`src/rtl/mips_cpu_pkg.sv`:
```
`default_nettype none
// ============================================================================
// mips_cpu_pkg : opcode/funct/regimm encodings, FSM state type, reset vector
// Revision     : 1.0
// ============================================================================
package mips_cpu_pkg;

    localparam logic [31:0] RESET_VECTOR_DEFAULT = 32'hBFC0_0000;
    localparam logic [31:0] HALT_ADDR_DEFAULT    = 32'h0000_0000;

    localparam logic [5:0] OP_SPECIAL = 6'h00;
    localparam logic [5:0] OP_REGIMM  = 6'h01;
    localparam logic [5:0] OP_J       = 6'h02;
    localparam logic [5:0] OP_JAL     = 6'h03;
    localparam logic [5:0] OP_BEQ     = 6'h04;
    localparam logic [5:0] OP_BNE     = 6'h05;
    localparam logic [5:0] OP_BLEZ    = 6'h06;
    localparam logic [5:0] OP_BGTZ    = 6'h07;
    localparam logic [5:0] OP_ADDIU   = 6'h09;
    localparam logic [5:0] OP_SLTI    = 6'h0A;
    localparam logic [5:0] OP_SLTIU   = 6'h0B;
    localparam logic [5:0] OP_ANDI    = 6'h0C;
    localparam logic [5:0] OP_ORI     = 6'h0D;
    localparam logic [5:0] OP_XORI    = 6'h0E;
    localparam logic [5:0] OP_LUI     = 6'h0F;
    localparam logic [5:0] OP_LB      = 6'h20;
    localparam logic [5:0] OP_LH      = 6'h21;
    localparam logic [5:0] OP_LW      = 6'h23;
    localparam logic [5:0] OP_LBU     = 6'h24;
    localparam logic [5:0] OP_LHU     = 6'h25;
    localparam logic [5:0] OP_SB      = 6'h28;
    localparam logic [5:0] OP_SH      = 6'h29;
    localparam logic [5:0] OP_SW      = 6'h2B;

    localparam logic [5:0] F_SLL  = 6'h00;
    localparam logic [5:0] F_SRL  = 6'h02;
    localparam logic [5:0] F_SRA  = 6'h03;
    localparam logic [5:0] F_SLLV = 6'h04;
    localparam logic [5:0] F_SRLV = 6'h06;
    localparam logic [5:0] F_SRAV = 6'h07;
    localparam logic [5:0] F_JR   = 6'h08;
    localparam logic [5:0] F_JALR = 6'h09;
    localparam logic [5:0] F_ADDU = 6'h21;
    localparam logic [5:0] F_SUBU = 6'h23;
    localparam logic [5:0] F_AND  = 6'h24;
    localparam logic [5:0] F_OR   = 6'h25;
    localparam logic [5:0] F_XOR  = 6'h26;
    localparam logic [5:0] F_NOR  = 6'h27;
    localparam logic [5:0] F_SLT  = 6'h2A;
    localparam logic [5:0] F_SLTU = 6'h2B;

    localparam logic [4:0] RI_BLTZ = 5'h00;
    localparam logic [4:0] RI_BGEZ = 5'h01;

    typedef enum logic [2:0] {
        S_FETCH      = 3'd0,
        S_FETCH_WAIT = 3'd1,
        S_EXEC       = 3'd2,
        S_MEM        = 3'd3,
        S_MEM_WAIT   = 3'd4,
        S_WB         = 3'd5,
        S_HALTED     = 3'd6
    } state_t;

    function automatic logic [31:0] sext16(input logic [15:0] v);
        return {{16{v[15]}}, v};
    endfunction

endpackage
`default_nettype wire

```
`src/rtl/mips_cpu_regfile.sv`:
```
`default_nettype none
// ============================================================================
// mips_cpu_regfile : 32x32 GPR file, two async reads, one sync write, $0 = 0
// Revision         : 1.0
// ============================================================================
module mips_cpu_regfile
    import mips_cpu_pkg::*;
(
    input  logic        clk,
    input  logic        reset,
    input  logic [4:0]  ra_i,
    input  logic [4:0]  rb_i,
    input  logic        we_i,
    input  logic [4:0]  wa_i,
    input  logic [31:0] wd_i,
    output logic [31:0] rd_a_o,
    output logic [31:0] rd_b_o,
    output logic [31:0] v0_o
);

    logic [31:0] regs_q [0:31];

    always_ff @(posedge clk or posedge reset) begin
        if (reset) begin
            for (int i = 0; i < 32; i++) begin
                regs_q[i] <= '0;
            end
        end else if (we_i && (wa_i != 5'd0)) begin
            regs_q[wa_i] <= wd_i;
        end
    end

    assign rd_a_o = (ra_i == 5'd0) ? 32'd0 : regs_q[ra_i];
    assign rd_b_o = (rb_i == 5'd0) ? 32'd0 : regs_q[rb_i];
    assign v0_o   = regs_q[2];

endmodule
`default_nettype wire

```
`src/rtl/mips_cpu_bus_core.sv`:
```
`default_nettype none
// ============================================================================
// mips_cpu_bus_core : multicycle MIPS-I core on a single Avalon-style bus
// Revision          : 1.0
// ============================================================================
module mips_cpu_bus_core
    import mips_cpu_pkg::*;
#(
    parameter logic [31:0] RESET_VECTOR = RESET_VECTOR_DEFAULT,
    parameter logic [31:0] HALT_ADDR    = HALT_ADDR_DEFAULT
) (
    input  logic        clk,
    input  logic        reset,
    output logic        active,
    output logic [31:0] register_v0,
    output logic [31:0] address,
    output logic        write,
    output logic        read,
    input  logic        waitrequest,
    output logic [31:0] writedata,
    output logic [3:0]  byteenable,
    input  logic [31:0] readdata
);

    state_t      state_q;
    logic [31:0] pc_q, npc_q, ir_q, result_q, target_q, maddr_q;
    logic [31:0] address_q, writedata_q;
    logic [3:0]  byteenable_q, st_be_q;
    logic [4:0]  dst_q;
    logic [1:0]  lane_q;
    logic        wen_q, taken_q, is_load_q, is_store_q;
    logic        read_q, write_q, active_q;

    logic [5:0]  op, funct;
    logic [4:0]  rs, rt, rd, shamt;
    logic [31:0] rs_val, rt_val, simm, zimm, pc4, link, br_tgt, j_tgt, ea;

    assign op     = ir_q[31:26];
    assign rs     = ir_q[25:21];
    assign rt     = ir_q[20:16];
    assign rd     = ir_q[15:11];
    assign shamt  = ir_q[10:6];
    assign funct  = ir_q[5:0];
    assign simm   = sext16(ir_q[15:0]);
    assign zimm   = {16'd0, ir_q[15:0]};
    assign pc4    = pc_q + 32'd4;
    assign link   = pc_q + 32'd8;
    assign br_tgt = pc4 + {simm[29:0], 2'b00};
    assign j_tgt  = {pc4[31:28], ir_q[25:0], 2'b00};
    assign ea     = rs_val + simm;

    mips_cpu_regfile u_regfile (
        .clk    (clk),
        .reset  (reset),
        .ra_i   (rs),
        .rb_i   (rt),
        .we_i   ((state_q == S_WB) && wen_q),
        .wa_i   (dst_q),
        .wd_i   (result_q),
        .rd_a_o (rs_val),
        .rd_b_o (rt_val),
        .v0_o   (register_v0)
    );

    logic [31:0] res_d, target_d;
    logic [4:0]  dst_d;
    logic        wen_d, taken_d, load_d, store_d;

    always_comb begin
        res_d    = '0;
        dst_d    = rt;
        wen_d    = 1'b0;
        taken_d  = 1'b0;
        target_d = br_tgt;
        load_d   = 1'b0;
        store_d  = 1'b0;
        case (op)
            OP_SPECIAL: begin
                dst_d = rd;
                wen_d = 1'b1;
                case (funct)
                    F_SLL:  res_d = rt_val << shamt;
                    F_SRL:  res_d = rt_val >> shamt;
                    F_SRA:  res_d = $unsigned($signed(rt_val) >>> shamt);
                    F_SLLV: res_d = rt_val << rs_val[4:0];
                    F_SRLV: res_d = rt_val >> rs_val[4:0];
                    F_SRAV: res_d = $unsigned($signed(rt_val) >>> rs_val[4:0]);
                    F_JR: begin
                        wen_d    = 1'b0;
                        taken_d  = 1'b1;
                        target_d = rs_val;
                    end
                    F_JALR: begin
                        taken_d  = 1'b1;
                        target_d = rs_val;
                        res_d    = link;
                    end
                    F_ADDU: res_d = rs_val + rt_val;
                    F_SUBU: res_d = rs_val - rt_val;
                    F_AND:  res_d = rs_val & rt_val;
                    F_OR:   res_d = rs_val | rt_val;
                    F_XOR:  res_d = rs_val ^ rt_val;
                    F_NOR:  res_d = ~(rs_val | rt_val);
                    F_SLT:  res_d = {31'd0, $signed(rs_val) < $signed(rt_val)};
                    F_SLTU: res_d = {31'd0, rs_val < rt_val};
                    default: wen_d = 1'b0;
                endcase
            end
            OP_REGIMM: begin
                case (rt)
                    RI_BLTZ: taken_d = rs_val[31];
                    RI_BGEZ: taken_d = ~rs_val[31];
                    default: taken_d = 1'b0;
                endcase
            end
            OP_J: begin
                taken_d  = 1'b1;
                target_d = j_tgt;
            end
            OP_JAL: begin
                taken_d  = 1'b1;
                target_d = j_tgt;
                wen_d    = 1'b1;
                dst_d    = 5'd31;
                res_d    = link;
            end
            OP_BEQ:   taken_d = (rs_val == rt_val);
            OP_BNE:   taken_d = (rs_val != rt_val);
            OP_BLEZ:  taken_d = rs_val[31] || (rs_val == 32'd0);
            OP_BGTZ:  taken_d = !rs_val[31] && (rs_val != 32'd0);
            OP_ADDIU: begin wen_d = 1'b1; res_d = rs_val + simm; end
            OP_SLTI:  begin wen_d = 1'b1; res_d = {31'd0, $signed(rs_val) < $signed(simm)}; end
            OP_SLTIU: begin wen_d = 1'b1; res_d = {31'd0, rs_val < simm}; end
            OP_ANDI:  begin wen_d = 1'b1; res_d = rs_val & zimm; end
            OP_ORI:   begin wen_d = 1'b1; res_d = rs_val | zimm; end
            OP_XORI:  begin wen_d = 1'b1; res_d = rs_val ^ zimm; end
            OP_LUI:   begin wen_d = 1'b1; res_d = {ir_q[15:0], 16'd0}; end
            OP_LB, OP_LH, OP_LW, OP_LBU, OP_LHU: begin
                wen_d  = 1'b1;
                load_d = 1'b1;
            end
            OP_SB, OP_SH, OP_SW: store_d = 1'b1;
            default: ;
        endcase
    end

    // Narrow stores replicate their data so the lane selected by byteenable is always valid.
    logic [31:0] st_data;
    logic [3:0]  st_be;
    always_comb begin
        st_data = rt_val;
        st_be   = 4'b1111;
        case (op)
            OP_SB: begin
                st_data = {4{rt_val[7:0]}};
                st_be   = 4'b0001 << ea[1:0];
            end
            OP_SH: begin
                st_data = {2{rt_val[15:0]}};
                st_be   = ea[1] ? 4'b1100 : 4'b0011;
            end
            default: ;
        endcase
    end

    logic [7:0]  ld_byte;
    logic [15:0] ld_half;
    logic [31:0] ld_val;
    always_comb begin
        case (lane_q)
            2'd0:    ld_byte = readdata[7:0];
            2'd1:    ld_byte = readdata[15:8];
            2'd2:    ld_byte = readdata[23:16];
            default: ld_byte = readdata[31:24];
        endcase
        ld_half = lane_q[1] ? readdata[31:16] : readdata[15:0];
        case (op)
            OP_LB:   ld_val = {{24{ld_byte[7]}}, ld_byte};
            OP_LBU:  ld_val = {24'd0, ld_byte};
            OP_LH:   ld_val = {{16{ld_half[15]}}, ld_half};
            OP_LHU:  ld_val = {16'd0, ld_half};
            default: ld_val = readdata;
        endcase
    end

    // Request states raise the strobe on entry, then wait for waitrequest=0 to drop it.
    always_ff @(posedge clk or posedge reset) begin
        if (reset) begin
            state_q      <= S_FETCH;
            pc_q         <= RESET_VECTOR;
            npc_q        <= RESET_VECTOR + 32'd4;
            ir_q         <= '0;
            result_q     <= '0;
            target_q     <= '0;
            maddr_q      <= '0;
            dst_q        <= '0;
            lane_q       <= '0;
            wen_q        <= 1'b0;
            taken_q      <= 1'b0;
            is_load_q    <= 1'b0;
            is_store_q   <= 1'b0;
            st_be_q      <= '0;
            address_q    <= '0;
            writedata_q  <= '0;
            byteenable_q <= '0;
            read_q       <= 1'b0;
            write_q      <= 1'b0;
            active_q     <= 1'b1;
        end else begin
            case (state_q)
                S_FETCH: begin
                    if (!read_q) begin
                        if (pc_q == HALT_ADDR) begin
                            state_q  <= S_HALTED;
                            active_q <= 1'b0;
                        end else begin
                            read_q       <= 1'b1;
                            address_q    <= pc_q;
                            byteenable_q <= 4'b1111;
                        end
                    end else if (!waitrequest) begin
                        read_q       <= 1'b0;
                        byteenable_q <= 4'b0000;
                        state_q      <= S_FETCH_WAIT;
                    end
                end
                S_FETCH_WAIT: begin
                    ir_q    <= readdata;
                    state_q <= S_EXEC;
                end
                S_EXEC: begin
                    result_q    <= res_d;
                    dst_q       <= dst_d;
                    wen_q       <= wen_d;
                    taken_q     <= taken_d;
                    target_q    <= target_d;
                    is_load_q   <= load_d;
                    is_store_q  <= store_d;
                    lane_q      <= ea[1:0];
                    maddr_q     <= {ea[31:2], 2'b00};
                    writedata_q <= st_data;
                    st_be_q     <= st_be;
                    state_q     <= (load_d || store_d) ? S_MEM : S_WB;
                end
                S_MEM: begin
                    if (!(read_q || write_q)) begin
                        address_q    <= maddr_q;
                        read_q       <= is_load_q;
                        write_q      <= is_store_q;
                        byteenable_q <= is_store_q ? st_be_q : 4'b1111;
                    end else if (!waitrequest) begin
                        read_q       <= 1'b0;
                        write_q      <= 1'b0;
                        byteenable_q <= 4'b0000;
                        state_q      <= S_MEM_WAIT;
                    end
                end
                S_MEM_WAIT: begin
                    if (is_load_q) begin
                        result_q <= ld_val;
                    end
                    state_q <= S_WB;
                end
                S_WB: begin
                    pc_q    <= npc_q;
                    npc_q   <= taken_q ? target_q : (npc_q + 32'd4);
                    state_q <= S_FETCH;
                end
                default: state_q <= S_HALTED;
            endcase
        end
    end

    assign active     = active_q;
    assign address    = address_q;
    assign read       = read_q;
    assign write      = write_q;
    assign writedata  = writedata_q;
    assign byteenable = byteenable_q;

endmodule
`default_nettype wire

```
`config.mk`:
```
export PLATFORM = sky130hd
export DESIGN_NAME = mips_cpu_bus_core
export DESIGN_NICKNAME = d
export VERILOG_FILES = /design/src/rtl/mips_cpu_pkg.sv /design/src/rtl/mips_cpu_regfile.sv /design/src/rtl/mips_cpu_bus_core.sv
export SDC_FILE = /design/constraint.sdc
export NUM_CORES = 2
export LEC_CHECK = 0
export BUFFER_PORTS_ARGS = -buffer_cell sky130_fd_sc_hd__buf_2
export CORE_UTILIZATION = 65
export CTS_CLUSTER_SIZE = 20
export DETAILED_ROUTE_END_ITERATION = 10
export PLACE_DENSITY = 0.79
export SLEW_MARGIN = 10
export SYNTH_ARGS = -nofsm -noshare
export SYNTH_HDL_FRONTEND = slang
export SYNTH_SLANG_ARGS = --single-unit
```
`constraint.sdc`:
```
create_clock -name clk -period 55.3 [get_ports clk]
set_clock_uncertainty 0.2 [all_clocks]
set_input_delay 5.53 -clock clk [delete_from_list [all_inputs] [get_ports clk]]
set_output_delay 5.53 -clock clk [all_outputs]
set_load 0.03 [all_outputs]
```
# Yosys cells after proc, flatten, opt, wreduce, memory -nomap -nowiden
# Cells that the tools add are included.
[word_totals] regBits=1303 latchBits=0 ram_bits=0 rom_bits=0 in_bits=35 output_inout_bits=103 wordCells=233 memories=0
[op_classes] addsub=7 mul=0 div_mod_pow=0 n_lt_le_gt_ge=8 n_eq_ne=58 n_shift=7 muxes=56 bitwise=12 n_reduce_logical=33
[ops] operator="bitwise mux 1024 bit" n=1
[ops] operator="one-hot mux 32 bit (15 select lines)" n=1
[ops] operator="two-way mux 32 bit" n=13
[ops] operator="binary-select mux 32 bit (select 5 bit)" n=2
[ops] operator="one-hot mux 32 bit (9 select lines)" n=1
[ops] operator="one-hot mux 32 bit (2 select lines)" n=4
[ops] operator="demux 32 bit (select 5 bit)" n=1
[ops] operator="one-hot mux 32 bit (4 select lines)" n=1
[ops] operator="adder 32 bit" n=3
[ops] operator="equality test 6 bit (second input constant)" n=16
[ops] operator="< comparator 32 bit" n=3
[ops] operator="adder 32 x 3 -> 32 bit (second input constant)" n=2
[ops] operator="zero test 32 bit" n=2
[ops] operator="left shift 32 x 5 -> 32 bit" n=2
[ops] operator=">> shifter 32 x 5 -> 32 bit" n=2
[ops] operator=">>> shifter 32 x 5 -> 32 bit" n=2
[ops] operator="equality test 6 x 4 -> 1 bit (second input constant)" n=9
[ops] operator="equality test 6 x 3 -> 1 bit (second input constant)" n=7
[ops] operator="adder 32 x 4 -> 32 bit (second input constant)" n=1
[ops] operator="bitwise AND 32 x 16 -> 32 bit" n=1
[ops] operator="bitwise AND 32 bit" n=1
[ops] operator="equality test 32 bit" n=1
[ops] operator="< comparator 32 x 16 -> 1 bit" n=1
[ops] operator="inequality test 32 bit" n=1
[ops] operator="49 further kinds" n=103

# Logic depth before layout (Yosys ltp)
[logic_depth] word_depth=10 mapped_depth=27 mapped_depth_nobuf=21

# Cells and area by module
# From an unflattened synthesis, not the netlist that was laid out.
[unflattened] hier_cells=7886 area_unflattened_um2=85913.6
[modules_own_cells] module="mips_cpu_regfile" instances=1 cells_per_inst=3724 area_each_um2=54972.7 seq_area_each_um2=25624.6
[modules_own_cells] module="mips_cpu_bus_core" instances=1 cells_per_inst=4162 area_each_um2=30940.9 seq_area_each_um2=7006.7

# Worst setup path after synthesis
# OpenSTA, ideal clock, no wires.
[synth_timing] path_type="input -> register" startpoint="input port readdata[31]" endpoint="register result_q[8]" setup_ps=140 arrival_ps=7733 t_required_ps=54960 setup_slack_ps=47227 stages=9 path_buffers=0 cell_sequence="mux4_2 a31oi_1 a211oi_1 a21oi_1 o221ai_1 a2111oi_0 o21ai_0 a2111oi_0 a32oi_1"
[synth_between] elab_chain_len=4
[synth_lines] element="start: declaration" line_no="mips_cpu_bus_core.sv:22" source="input logic [31:0] readdata"
[synth_lines] element="one-hot mux 8 bit (3 select lines)" line_no="mips_cpu_bus_core.sv:170" source="case (lane_q)"
[synth_lines] element="one-hot mux 32 bit (4 select lines)" line_no="mips_cpu_bus_core.sv:177" source="case (op)"
[synth_lines] element="two-way mux 32 bit" line_no="mips_cpu_bus_core.sv:259" source="if (is_load_q) begin"
[synth_lines] element="one-hot mux 32 bit (2 select lines)" line_no="mips_cpu_bus_core.sv:210" source="case (state_q)"
[synth_lines] element="end signal: assignment" line_no="mips_cpu_bus_core.sv:232" source="result_q <= res_d;"
[synth_lines] element="end signal: assignment" line_no="mips_cpu_bus_core.sv:260" source="result_q <= ld_val;"
[synth_lines] element="end: declaration" line_no="mips_cpu_bus_core.sv:26" source="logic [31:0] pc_q, npc_q, ir_q, result_q, target_q, maddr_q;"
# No other way between the ends. The select of a mux whose other input is x is not followed.
# A chain may end at the register's enable or synchronous reset.

# Worst setup path in the final report
[layout_timing] startpoint="register ir_q[23]" endpoint="register result_q[16]"
[layout_between] elab_chain_len=10 word_cells_on_any_way=22 cone_classes="add/sub: 3; shift: 3; mux: 7; bitwise: 8; reduce/logical: 1"
[layout_lines] element="start: declaration" line_no="mips_cpu_bus_core.sv:26"
[layout_lines] element="start signal: assignment" line_no="mips_cpu_bus_core.sv:228" source="ir_q <= readdata;"
[layout_lines] element="inverter 5 -> 6 bit (implied by the code)" line_no="mips_cpu_regfile.sv:33" source="assign rd_a_o = (ra_i == 5'd0) ? 32'd0 : regs_q[ra_i];"
[layout_lines] element="binary-select mux 32 bit (select 5 bit)" line_no="mips_cpu_regfile.sv:33"
[layout_lines] element="two-way mux 32 bit (implied by the code) (2 in a row)" line_no="mips_cpu_regfile.sv:33"
[layout_lines] element="two-way mux 32 bit (*)" line_no="mips_cpu_regfile.sv:33"
[layout_lines] element="parallel branches: the longest is 3 deep, another holds subtractor 32 bit"
[layout_lines] element="one-hot mux 32 bit (9 select lines) (*)" line_no="mips_cpu_bus_core.sv:77" source="case (op)"
[layout_lines] element="one-hot mux 32 bit (2 select lines) (*)" line_no="mips_cpu_bus_core.sv:210"
# Every way passes the cells marked *. The select of a mux whose other input is x is not followed.

==> results.md <==
* Chip Height at 364.9 um
* Hold-fix buffers, CTS at 0
* Switching Fraction at 49.35%
* Clk pwr share at 18.8%
* RSZ-0062 raised after global routing: no
* Sequential share of the synthesized area at 38.12%
* Routed vias at 71000
* 1st-iter DRT viols at 10880
* Synthesis Warnings at 0
* Asr flop ratio synth at 100.0%
* Drt via density at 7.640
* Cell Area, Synth at 85610 sq um
* Syn Nets at 7930
* CP bufs+invs at 3
* Post-synth cell types at 110
* Setup WS pre-CTS at 45820 ps
* Syn-to-layout area delta at 7.885%
* Final period util at 16.07%
* Fmax at 112.5 MHz
* Vias in the first global route at 69730
* Root Driver: clkbuf_16
* Setup Fix Bufs, Post-CTS at 0
* Fin Hold WS at 175.7 ps
* Largest net degree at the start of global routing at 184
* Port Buffers at 137
* Fill count at 8931
* Arrival time at the worst endpoint at 9300 ps
* Core Rows at 132
* EDFF count, synth at 0
* Core Region at 130100 sq um
* Delay-heaviest family, CP: compound AO/OA/AOI/OAI gates
* Synth Instances at 7659
* Slew margin rel. at -2.120%
* Hold Path Class: reg -> reg
* DRC at 0
* Ports at 138
* Reg clk slew, reported paths at 60 ps
* Layout cells sized above 1 at 30.89%
* Area occupied by registers at 32670 sq um
* Tot Pwr at 5.473 mW
* Worst path most repeated cell: a21oi_1
* Slew Limit Fails at 2
* Status: finished, violations left
* Antenna viol nets, final at 0
* VDD IR max at 0.00004094 V
* Crit path time final at 8889 ps
* Failing checks: max-capacitance violations, max-slew violations
* Crit Path Category: reg -> reg
* Startpoint Class: flip-flop
* Final setup vio count at 0
* FF+latch count, synth at 1303
* Least-Margin Pin Slew at 1512 ps
* Critical path fanouts, max at 31
* Fin worst setup slack at 46410 ps
* Nature of the critical path endpoint: flip-flop
* Final Hold Fails at 0
* Total Wirelength at 340600 um
* Resize count post-CTS at 0
* Pint at 2.772 mW
* Top cell type's share of synthesized area at 37.50%
* CTS Buf Count at 143
* Predominant post-synthesis flop cell: dfrtp_1
* Die area at 133200 sq um
* Post-synthesis average cell area at 11.18 sq um
* Width of the die at 364.9 um
* Most frequent cell after synthesis: dfrtp_1
* CP max stage cell: o41ai_1
* Dominant cell type by area after synthesis: dfrtp_1
* Total Nets Final at 7705
* GRT overflow at 0
* Top post-synthesis cells by count: 1283 x dfrtp_1, 1057 x mux2_2, 677 x nand2_1
* Total track usage at 51.40%
* CTS HTree Levels at 4
* Switch Pwr at 2.701 mW
* First-pass GRT wire length at 489700 um
* Combinational cell fraction of total power at 54.1%
* Sink Count at 1303
* CTS tree: yes
* Reg power frac at 27.1%
* Worst path max stage delay at 1240 ps
* Multi-input logic area at 49320 sq um
* 1st-pass router iterations at 11
* Crit-path cells: buf_4 -> nor2b_1 -> a22oi_1 -> a21oi_1 -> nor4_2 -> nand2b_1 -> inv_1 -> ha_1 -> inv_1 -> a21oi_1 -> o21ai_0 -> a311oi_1 -> a221o_1 -> o21ba_2 -> a22oi_1 -> xnor2_1 -> o221ai_1 -> o41ai_1 -> a21oi_1
* Avg WL per Cell at 36.65 um
* Clock buffer depth at 3
* Setup TNS at 0 ps
* Synth top area cells: dfrtp_1 38%, mux2_2 14%, mux4_2 13%
* Initial core utilization at 65.78%
* Final GP Congestion at 1.118
* Max-cap viol count at 1
* WP data required at 55710 ps
* Leakage power at 42.24 nW
* Pwr/cell area at 59.26 nW/um^2
* Worst skew pair latency at 820 ps
* DPL Wire Length at 226100 um
* Antenna violations before repair at 16
-- layout make-up --
cell class,count,area share [%]
Antenna cell,9,0.02438
Clock buffer,192,4.411
Clock inverter,61,1.020
Inverter,175,0.7194
Multi-Input combinational cell,5441,53.40
Sequential cell,1303,35.37
Tap cell,1742,2.360
Timing Repair Buffer,370,2.690
-- placed cells by master (no fill, tap or decap), drive strengths merged, types with 116 or more instances in the layout --
cell type and instances:
o21ai 382, ha 232, a21oi 427, mux4 520
nand2 678, buf 370, xnor2 116, clkbuf 192
mux2i 445, mux2 1058, dfrtp 1283, inv 175
nor2 391
-- per-layer routing --
metal	track usage [%]	vias to the layer above	routed length [um]
li1	-	28070	-
met1	64.13	35400	118500
met2	72.60	5824	143000
met3	18.21	1689	45920
met4	40.76	14	32970
met5	0	-	225
-- sequential cells by signal (all words and copies together) (netlist names), 2 cells and up --
signal            cells
ir_q                 32
result_q             32
u_regfile.regs_q    992
pc_q                 32
address              32
target_q             32
lane_q                2
state_q               3
npc_q                32
maddr_q              30
dst_q                 5
u_regfile.v0_o       32
writedata            32
byteenable            4
st_be_q               4
-- stage by stage --
| stage | utilization, % | std cells | area (sq um) |
|---|---|---|---|
| after detailed placement | 67.09 | 9031 | 87310 |
| after floorplan | - | 7659 | 85610 |
| after global placement | 67.08 | 9031 | 87310 |
| after global routing | 70.95 | 9285 | 92340 |
| final | 70.97 | 9293 | 92360 |
| after CTS | 70.94 | 9284 | 92330 |
-- logic make-up after synthesis --
family / share of synthesized area [%]
adder cells (fa/ha/maj): 3.484
AND/OR/NAND/NOR: 8.006
AO/OA/AOI/OAI: 11.29
XOR/XNOR: 1.565
buffers and inverters: 4.684
multiplexers: 32.85
flip-flops: 38.12
-- power by group through the flow --
stage,clock network [mW],logic [mW],registers [mW]
global placement,0,2.79,1.45
floorplan,0,1.96,1.33
global route,1.07,3.05,1.50
finish,1.03,2.96,1.48
detailed placement,0,2.81,1.47
CTS,1.03,2.83,1.46
-- path summary, 6_finish.rpt --
path,from,end,slack (ps),cells after the start
max in group asynchronous,reset,u_regfile.regs_q[466],46740,5
setup / recovery,ir_q[23],result_q[16],46410,19
hold reg to reg,u_regfile.regs_q[1007],u_regfile.regs_q[1007],180,0
min in group asynchronous,reset,address[19],4680,2
hold / removal,u_regfile.regs_q[1007],u_regfile.regs_q[1007],180,0
setup reg to reg,ir_q[23],result_q[16],46410,19
-- worst reg2reg max path, delay by kind of cell (launching register included) --
| family | cells | cell delay [ps] |
|---|---|---|
| AOI/OAI and AO/OA | 11 | 3800 |
| buffers and inverters | 3 | 1320 |
| and+or+nand+nor | 3 | 2130 |
| adders and majority gates | 1 | 250 |
| DFF | 1 | 760 |
| xor gates and xnor gates | 1 | 260 |
(Power assumes the default switching activity.)
